`src/rtl/synth_pkg.sv`:
```
// Shared synth definitions: note increment table at 40 kHz, oscillator state encoding.
package synth_pkg;

  localparam int SAMPLE_RATE_HZ = 40000;

  typedef enum logic [1:0] {IDLE, LOAD, RUN} osc_state_t;

  // round(f * 2^24 / 40000) for C4..B4; index 9 is A4 = 440 Hz
  localparam logic [23:0] NOTE_INC [0:11] = '{
    24'h01ACA6, 24'h01C623, 24'h01E124, 24'h01FDC0,
    24'h021C10, 24'h023C2D, 24'h025E33, 24'h02823F,
    24'h02A86F, 24'h02D0E5, 24'h02FBC3, 24'h03292E
  };

  function automatic logic [3:0] clamp_note(input logic [3:0] n);
    return (n > 4'd11) ? 4'd11 : n;
  endfunction

endpackage

```
`src/rtl/note_inc_lut.sv`:
```
// Combinational note/octave to per-sample phase increment; out-of-range notes map to B.
module note_inc_lut
  import synth_pkg::*;
(
  input  logic [3:0]  i_note_idx,
  input  logic [1:0]  i_octave,
  output logic [23:0] o_tgt_inc
);

  logic [3:0]  w_note;
  logic [23:0] w_base;

  assign w_note    = clamp_note(i_note_idx);
  assign w_base    = NOTE_INC[w_note];
  assign o_tgt_inc = w_base << i_octave;

endmodule

```
`src/rtl/phase_oscillator.sv`:
```
// Sawtooth phase accumulator, one step per sample_tick, saw_valid one cycle after the tick.
// Optional glide between notes when PORTAMENTO_EN is defined; otherwise a note change retriggers.
module phase_oscillator
  import synth_pkg::*;
#(
  parameter int ACC_W       = 24,
  parameter int OUT_W       = 8,
  parameter int GLIDE_SHIFT = 4
) (
  input  logic             clk,
  input  logic             rst,
  input  logic             sample_tick,
  input  logic             key_on,
  input  logic [3:0]       note_idx,
  input  logic [1:0]       octave,
  output logic [OUT_W-1:0] saw_out,
  output logic             saw_valid,
  output logic             wrap
);

  osc_state_t       r_state;
  logic [ACC_W-1:0] r_acc;
  logic [ACC_W-1:0] r_cur_inc;
  logic [3:0]       r_note;
  logic [1:0]       r_oct;

  logic [23:0]      w_lut_inc;
  logic [ACC_W-1:0] w_tgt_inc;
  logic [ACC_W:0]   w_sum;
  logic             w_note_chg;

  note_inc_lut u_lut (
    .i_note_idx (note_idx),
    .i_octave   (octave),
    .o_tgt_inc  (w_lut_inc)
  );

  assign w_tgt_inc  = ACC_W'(w_lut_inc);
  assign w_sum      = {1'b0, r_acc} + {1'b0, r_cur_inc};
  assign w_note_chg = (clamp_note(note_idx) != r_note) || (octave != r_oct);

`ifdef PORTAMENTO_EN
  logic [ACC_W-1:0] r_tgt_inc;
  logic [ACC_W-1:0] w_diff;
  logic [ACC_W-1:0] w_shr;
  logic [ACC_W-1:0] w_step;
  logic [ACC_W-1:0] w_glide_inc;
  logic             w_up;

  // Step is never larger than the remaining distance, so the glide cannot overshoot.
  assign w_up        = (r_tgt_inc >= r_cur_inc);
  assign w_diff      = w_up ? (r_tgt_inc - r_cur_inc) : (r_cur_inc - r_tgt_inc);
  assign w_shr       = w_diff >> GLIDE_SHIFT;
  assign w_step      = (w_shr == '0) ? ACC_W'(1) : w_shr;
  assign w_glide_inc = (w_diff == '0) ? r_cur_inc :
                       (w_up ? (r_cur_inc + w_step) : (r_cur_inc - w_step));
`endif

  always_ff @(posedge clk) begin
    if (rst) begin
      r_state   <= IDLE;
      r_acc     <= '0;
      r_cur_inc <= '0;
      r_note    <= '0;
      r_oct     <= '0;
      saw_out   <= '0;
      saw_valid <= 1'b0;
      wrap      <= 1'b0;
`ifdef PORTAMENTO_EN
      r_tgt_inc <= '0;
`endif
    end else begin
      saw_valid <= 1'b0;
      wrap      <= 1'b0;
      case (r_state)
        IDLE: begin
          r_acc   <= '0;
          saw_out <= '0;
          if (key_on) r_state <= LOAD;
        end
        LOAD: begin
          r_acc     <= '0;
          r_cur_inc <= w_tgt_inc;
          r_note    <= clamp_note(note_idx);
          r_oct     <= octave;
          r_state   <= RUN;
`ifdef PORTAMENTO_EN
          r_tgt_inc <= w_tgt_inc;
`endif
        end
        RUN: begin
          if (!key_on) begin
            r_state <= IDLE;
            r_acc   <= '0;
            saw_out <= '0;
          end else begin
`ifdef PORTAMENTO_EN
            if (w_note_chg) begin
              r_note    <= clamp_note(note_idx);
              r_oct     <= octave;
              r_tgt_inc <= w_tgt_inc;
            end
            if (sample_tick) begin
              r_acc     <= w_sum[ACC_W-1:0];
              saw_out   <= w_sum[ACC_W-1 -: OUT_W];
              saw_valid <= 1'b1;
              wrap      <= w_sum[ACC_W];
              r_cur_inc <= w_glide_inc;
            end
`else
            if (w_note_chg) begin
              r_state <= LOAD;
            end else if (sample_tick) begin
              r_acc     <= w_sum[ACC_W-1:0];
              saw_out   <= w_sum[ACC_W-1 -: OUT_W];
              saw_valid <= 1'b1;
              wrap      <= w_sum[ACC_W];
            end
`endif
          end
        end
        default: r_state <= IDLE;
      endcase
    end
  end

endmodule
```
`config.mk`:
```
export PLATFORM = sky130hd
export DESIGN_NAME = phase_oscillator
export DESIGN_NICKNAME = d
export VERILOG_FILES = /design/src/rtl/synth_pkg.sv /design/src/rtl/note_inc_lut.sv /design/src/rtl/phase_oscillator.sv
export SDC_FILE = /design/constraint.sdc
export NUM_CORES = 1
export LEC_CHECK = 0
export ABC_AREA = 1
export CORE_UTILIZATION = 60
export CTS_BUF_LIST = sky130_fd_sc_hd__clkbuf_16
export DETAILED_ROUTE_END_ITERATION = 10
export PLACE_DENSITY = 0.79
export SETUP_SLACK_MARGIN = 0.4
export SLEW_MARGIN = 10
export SYNTH_ARGS = -nofsm -noshare
export SYNTH_HDL_FRONTEND = slang
export SYNTH_SLANG_ARGS = --single-unit
```
`constraint.sdc`:
```
create_clock -name clk -period 2.28 [get_ports clk]
set_input_delay 0.57 -clock clk [delete_from_list [all_inputs] [get_ports clk]]
set_output_delay 0.57 -clock clk [all_outputs]
set_load 0.01 [all_outputs]
```
# == Word level (Yosys, flattened, before mapping) ==
# Memory sizes are Yosys's and may differ from the RTL's.
# Index checks and enable logic that the tools add are counted.
# op_classes
muxes,16
reduce_logical,10
addsub,1
n_lt_le_gt_ge,2
eq_ne,8
bitwise_logic,4
shifts,1
# op_table
operator,count
$mux 24,5
$pmux 24 s2,1
$add 24x24->25,1
$mux 8,3
$shl 24x2->24,1
$pmux 8 s2,1
$ne 3x3->1 const B,3
$mux 2,3
$pmux 2 s3,1
$reduce_and 3->1,2
$ge 5x5->1 const B,1
$not 4->5,1
$reduce_or 5->1,1
$gt 4x4->1 const B,1
$mux 4,1
$ne 4x4->1,1
$reduce_bool 2->1,2
$reduce_or 4->1,1
$not 1->1,3
$eq 2x1->1 const B,1
$eq 2x2->1 const B,1
$logic_not 2->1,1
$ne 2x2->1,1
$ne 2x2->1 const B,1
other kinds (4),4
# totals
out_inout_bits,10
elab_cells,51
n_memories,1
regBits,66
romBits,384
in_bits,10
# mem_list
name,words,word_bits,rd,rd_ports_with_merged_regs,write_ports,line_no,source
(no name shown),16,24,1,0,0,note_inc_lut.sv:14,assign w_base = NOTE_INC[w_note];

# == Logic depth before layout (Yosys ltp) ==
# depth
word_depth,7
mapped_depth,14
depth_no_buf,14

# == By module ==
# Synthesis repeated with hierarchy kept, for this count alone.
# unflattened
cells_unflattened,862
hier_area_um2,5175.0
# modules_own_cells
mod,cells_per_inst,area_per_inst_um2,n_inst,seq_area_each_um2
phase_oscillator,696,4299.1,1,1321.3
note_inc_lut,166,875.8,1,0.0

# == Least setup slack after synthesis ==
# No wires, ideal clock.
# synth_path
path_kind,input-to-reg
from,input note_idx[3]
to,register r_cur_inc[2]
required_time_ns,2.223
setup_slack_ns,0.374
path_buffers,0
t_arrival_ns,1.849
path_stages,12
setup_time_ns,0.057
cell_sequence,nand2_2 > nand2_1 > inv_1 > ha_1 > or2_2 > o21ai_0 > nor2_1 > a31oi_1 > nand2_1 > nand3_1 > nand2_1 > inv_1
# synth_between
elab_chain_len,7
# synth_lines
item,line_no,source
start: declaration,phase_oscillator.sv:14,"input logic [3:0] note_idx,"
$gt 4x4->1,synth_pkg.sv:16,return (n > 4'd11) ? 4'd11 : n;
$mux 4,synth_pkg.sv:16,
named net u_lut.w_note[0],note_inc_lut.sv:10,logic [3:0] w_note;
$not 4->5 (not written as such),note_inc_lut.sv:14,
$mem_v2 16x24,n/a,
$mux 24 (not written as such) (2 in series),note_inc_lut.sv:14,
$shl 24x2->24,note_inc_lut.sv:15,assign o_tgt_inc = w_base << i_octave;
end signal: assignment,phase_oscillator.sv:83,r_cur_inc <= w_tgt_inc;
end: declaration,phase_oscillator.sv:23,logic [ACC_W-1:0] r_cur_inc;
# The timed path passes the listed nets, and every way through them passes these cells. The select of a mux whose other input is x is not followed.
# A chain may end at the register's enable or synchronous reset.

# == Worst setup path after layout ==
# layout_path
from,register r_cur_inc[0]
to,register r_acc[8]
# layout_between
elab_chain_len,5
# layout_lines
item,line_no,source
$add 24x24->25,phase_oscillator.sv:39,"assign w_sum = {1'b0, r_acc} + {1'b0, r_cur_inc};"
$mux 24,phase_oscillator.sv:113,end else if (sample_tick) begin
$mux 24,phase_oscillator.sv:111,if (w_note_chg) begin
$mux 24,phase_oscillator.sv:92,if (!key_on) begin
$pmux 24 s2,phase_oscillator.sv:75,case (r_state)
end signal: assignment,phase_oscillator.sv:114,r_acc <= w_sum[ACC_W-1:0];
end: declaration,phase_oscillator.sv:22,logic [ACC_W-1:0] r_acc;
# No other way between the ends. The select of a mux whose other input is x is not followed.

==> impl_metrics.py <==
metrics = {
    "logic_synthesis": {
        "synth_cells": 810,
        "synth_compound_area_frac": 0.126,
        "synth_top_family_by_area": "simple AND/OR/NAND/NOR gates",
        "seq_area_frac_synth": 0.263,
        "synth_seq_cells": 63,
        "synth_fa_ha_area_frac": 0.0721,
        "synth_mux_area_frac": 0.00209,
        "synth_ff_type": "dfxtp_1",
        "netlist.area_leader.share": 0.263,
        "async_flop_share": 0,
        "syn_nets": 847,
        "yosys.area.top_type": "dfxtp_1",
        "yosysUniqueCellTypes": 39,
        "yosysWarnings": 0,
        "synth.area.top_cells": "dfxtp_1 26%, nand2_1 23%, inv_1 9.9%",
        "syn_area_um2": 4790,
        "synth-xor-area-share": 0.0110,
        "syn_avg_cell_area_um2": 5.91,
        "synth_edf_count": 0,
        "synth-simple-area-share": 0.396,
    },
    "drt": {
        "vias": 5669,
        "ant_nets": 0,
        "vias_per_cell": 5.71,
        "drtIter0Drc": 453,
        "dr.pass1.iters": 6,
        "wl_per_cell_um": 16.5,
        "drcViolationCount": 0,
        "drt_wl_total_mm": 16.4,
    },
    "cts": {
        "cts.sinks": 63,
        "clock_path_buffers": 2,
        "clk_latency_ns": 0.33,
        "htreeDepth": 3,
        "clkTransAtPathRegs_ns": 0.06,
        "cts_tree": "built",
        "cts_buffers": 9,
        "cts.hold.buffers_added": 0,
        "clock-root-buffer": "clkbuf_16",
    },
    "timing": {
        "maxSlewHeadroom": 0.671,
        "post-route-min-period_ns": 1.93,
        "grt_setup_unrepaired": "true",
        "worst_slew_pin_slew_ns": 0.492,
        "finalHoldViolCount": 0,
        "finClkSkew_ns": 0.0114,
        "tns_ns": 0,
        "setup_ws_ns": 0.348,
        "fmax_mhz": 518,
        "fin_crit_sh": 0.847,
        "setup_viol": 0,
        "maxSlewViolCount": 0,
    },
    "floorplanning": {
        "fp.dieW_um": 91.4,
        "die_area_um2": 8350,
        "row_count": 32,
        "fp.coreArea_um2": 7730,
        "initial_core_util": 0.620,
        "die_h_um": 91.4,
        "io_pins": 20,
    },
    "worst_setup_path": {
        "worstPathRequired_ns": 2.54,
        "path_class": "reg -> reg",
        "crit_arrival_ns": 2.19,
        "crit_slowest_cell": "fa_2",
        "crit_chain": "ha_4 -> inv_1 -> fa_2 -> nor2_4 -> o21ai_0 -> nand2_1 -> buf_4 -> o21ai_0 -> a21oi_1 -> nor2_1 -> nor2_1",
        "start_kind": "flip-flop",
        "critical_path.max_fanout": 3,
        "end_kind": "flip-flop",
        "slowest_delay_ns": 0.40,
    },
    "global_routing": {
        "track_usage": 0.355,
        "grt_pass1_vias": 5186,
        "grt_max_degree": 25,
        "grt_pass1_wl_mm": 23.5,
        "grt-ovfl-total": 0,
        "antenna_found_initial": 0,
    },
    "pwr": {
        "pwr_density_cell_nw_per_um2": 506,
        "p_leak_uw": 0.00313,
        "ir_worst_vdd_v": 0.000440,
    },
    "worst_hold_path": {
        "hp-class": "reg -> reg",
    },
    "placement": {
        "gp_congestion": 0.972,
        "dp.cells": 944,
        "dpl.hpwl_mm": 10.0,
        "io_buffer_count": 19,
        "place_ws_ns": -0.240,
    },
    "final_layout": {
        "drive_gt1_frac": 0.256,
        "fin_cells": 992,
        "syn2layout_area_growth_pct": 33.6,
        "diodes": 0,
        "finish.utilization": 0.828,
        "nets": 922,
    },
    "run_status": {
        "status": "finished, final reports clean",
    },
    "run": {
        "drv_cap": 0,
    },
}
[critical path: cells and delay by family, from the launching register on]
| kind | cells | cell delay [ns] |
|---|---|---|
| fa+ha+maj | 2 | 0.55 |
| simple gates | 4 | 0.45 |
| flops | 1 | 0.36 |
| compound gates | 3 | 0.30 |
| buf+inv | 2 | 0.19 |
[synth_stat cells (5+ instances only)]
library cell and count:
nand2_2 8, dfxtp_1 63, ha_1 26, a31oi_1 10, buf_6 5, a21oi_1 49
buf_2 5, inv_1 126, nand3_1 48, or2_2 10, o21ai_1 5, nor2_1 72
nand2_1 289, a21oi_2 6, clkbuf_1 11, nand4_1 9, o21ai_0 28
[area by class of cell]
type	instances	area [um2]
repair buffers	84	769
inverters	132	505
flip-flops and latches	63	1280
clock inverters	7	70.1
well taps	102	128
fillers	509	1330
clock buffers	9	225
multi-input cells	595	3420
[report_power, final]
part,internal (uW),switching (uW)
clock,846,542
sequential,1150,45.7
combinational,276,378
[final timing paths]
check                from       end  slack (ns)  cells after the start
min             r_acc[23]      wrap        0.49                      2
max          r_cur_inc[0]  r_acc[8]        0.35                     11
min reg2reg     r_acc[23]      wrap        0.49                      2
max reg2reg  r_cur_inc[0]  r_acc[8]        0.35                     11
[sequential cells by signal, summed over array words and instances (netlist names)]
signal and cells:
saw_out 8, r_acc 24, r_cur_inc 21, r_oct 2, r_note 4, saw_valid 1, r_state 2, wrap 1
[per-stage QoR]
stage               power (uW)  hold WS [ns]  instance area, um2
floorplan                 1530         0.444                4790
global placement          1680         0.460                5270
detailed placement        1700         0.472                5270
CTS                       3110         0.481                5840
global route              3340         0.517                6400
finish                    3240         0.491                6400
[kinds of logic (layout without fill, tap and decap cells)]
| kind of cell | count (synthesis) | after routing |
|---|---|---|
| compound gates | 107 | 107 |
| xor+xnor | 6 | 6 |
| fa+ha+maj | 27 | 27 |
| buf+inv | 154 | 232 |
| flops | 63 | 63 |
| mux | 1 | 1 |
| simple gates | 452 | 454 |
[metal layers]
| metal | wire length, um | GRT usage | vias up |
|---|---|---|---|
| li1 | - | - | 2671 |
| met1 | 6470 | 0.413 | 2631 |
| met2 | 8160 | 0.640 | 295 |
| met3 | 1110 | 0.0595 | 72 |
| met4 | 663 | 0.152 | 0 |
| met5 | 0 | 0 | - |
[timing repair]
item                       CTS  global route
gates resized for setup     50           126
pin swaps                    9            33
cloned                       2             2
setup buffers               11            17
setup endpoints to repair   55            55
[cell usage in the layout, fill, tap and decap left out, types with 9 or more instances in the layout]
master and n:
ha_1 9, nor2_2 15, nand3_1 38, a31oi_1 9, nand4_1 9, nand3_2 12
inv_1 121, ha_4 11, clkdlybuf4s50_1 13, o21ai_1 12, a21oi_1 38, a21oi_2 17
nor2_1 53, dfxtp_2 12, dfxtp_1 51, nand2_2 24, o21ai_0 16, nand2_1 265
buf_4 53, clkbuf_16 9
(Power assumes the default switching activity.)
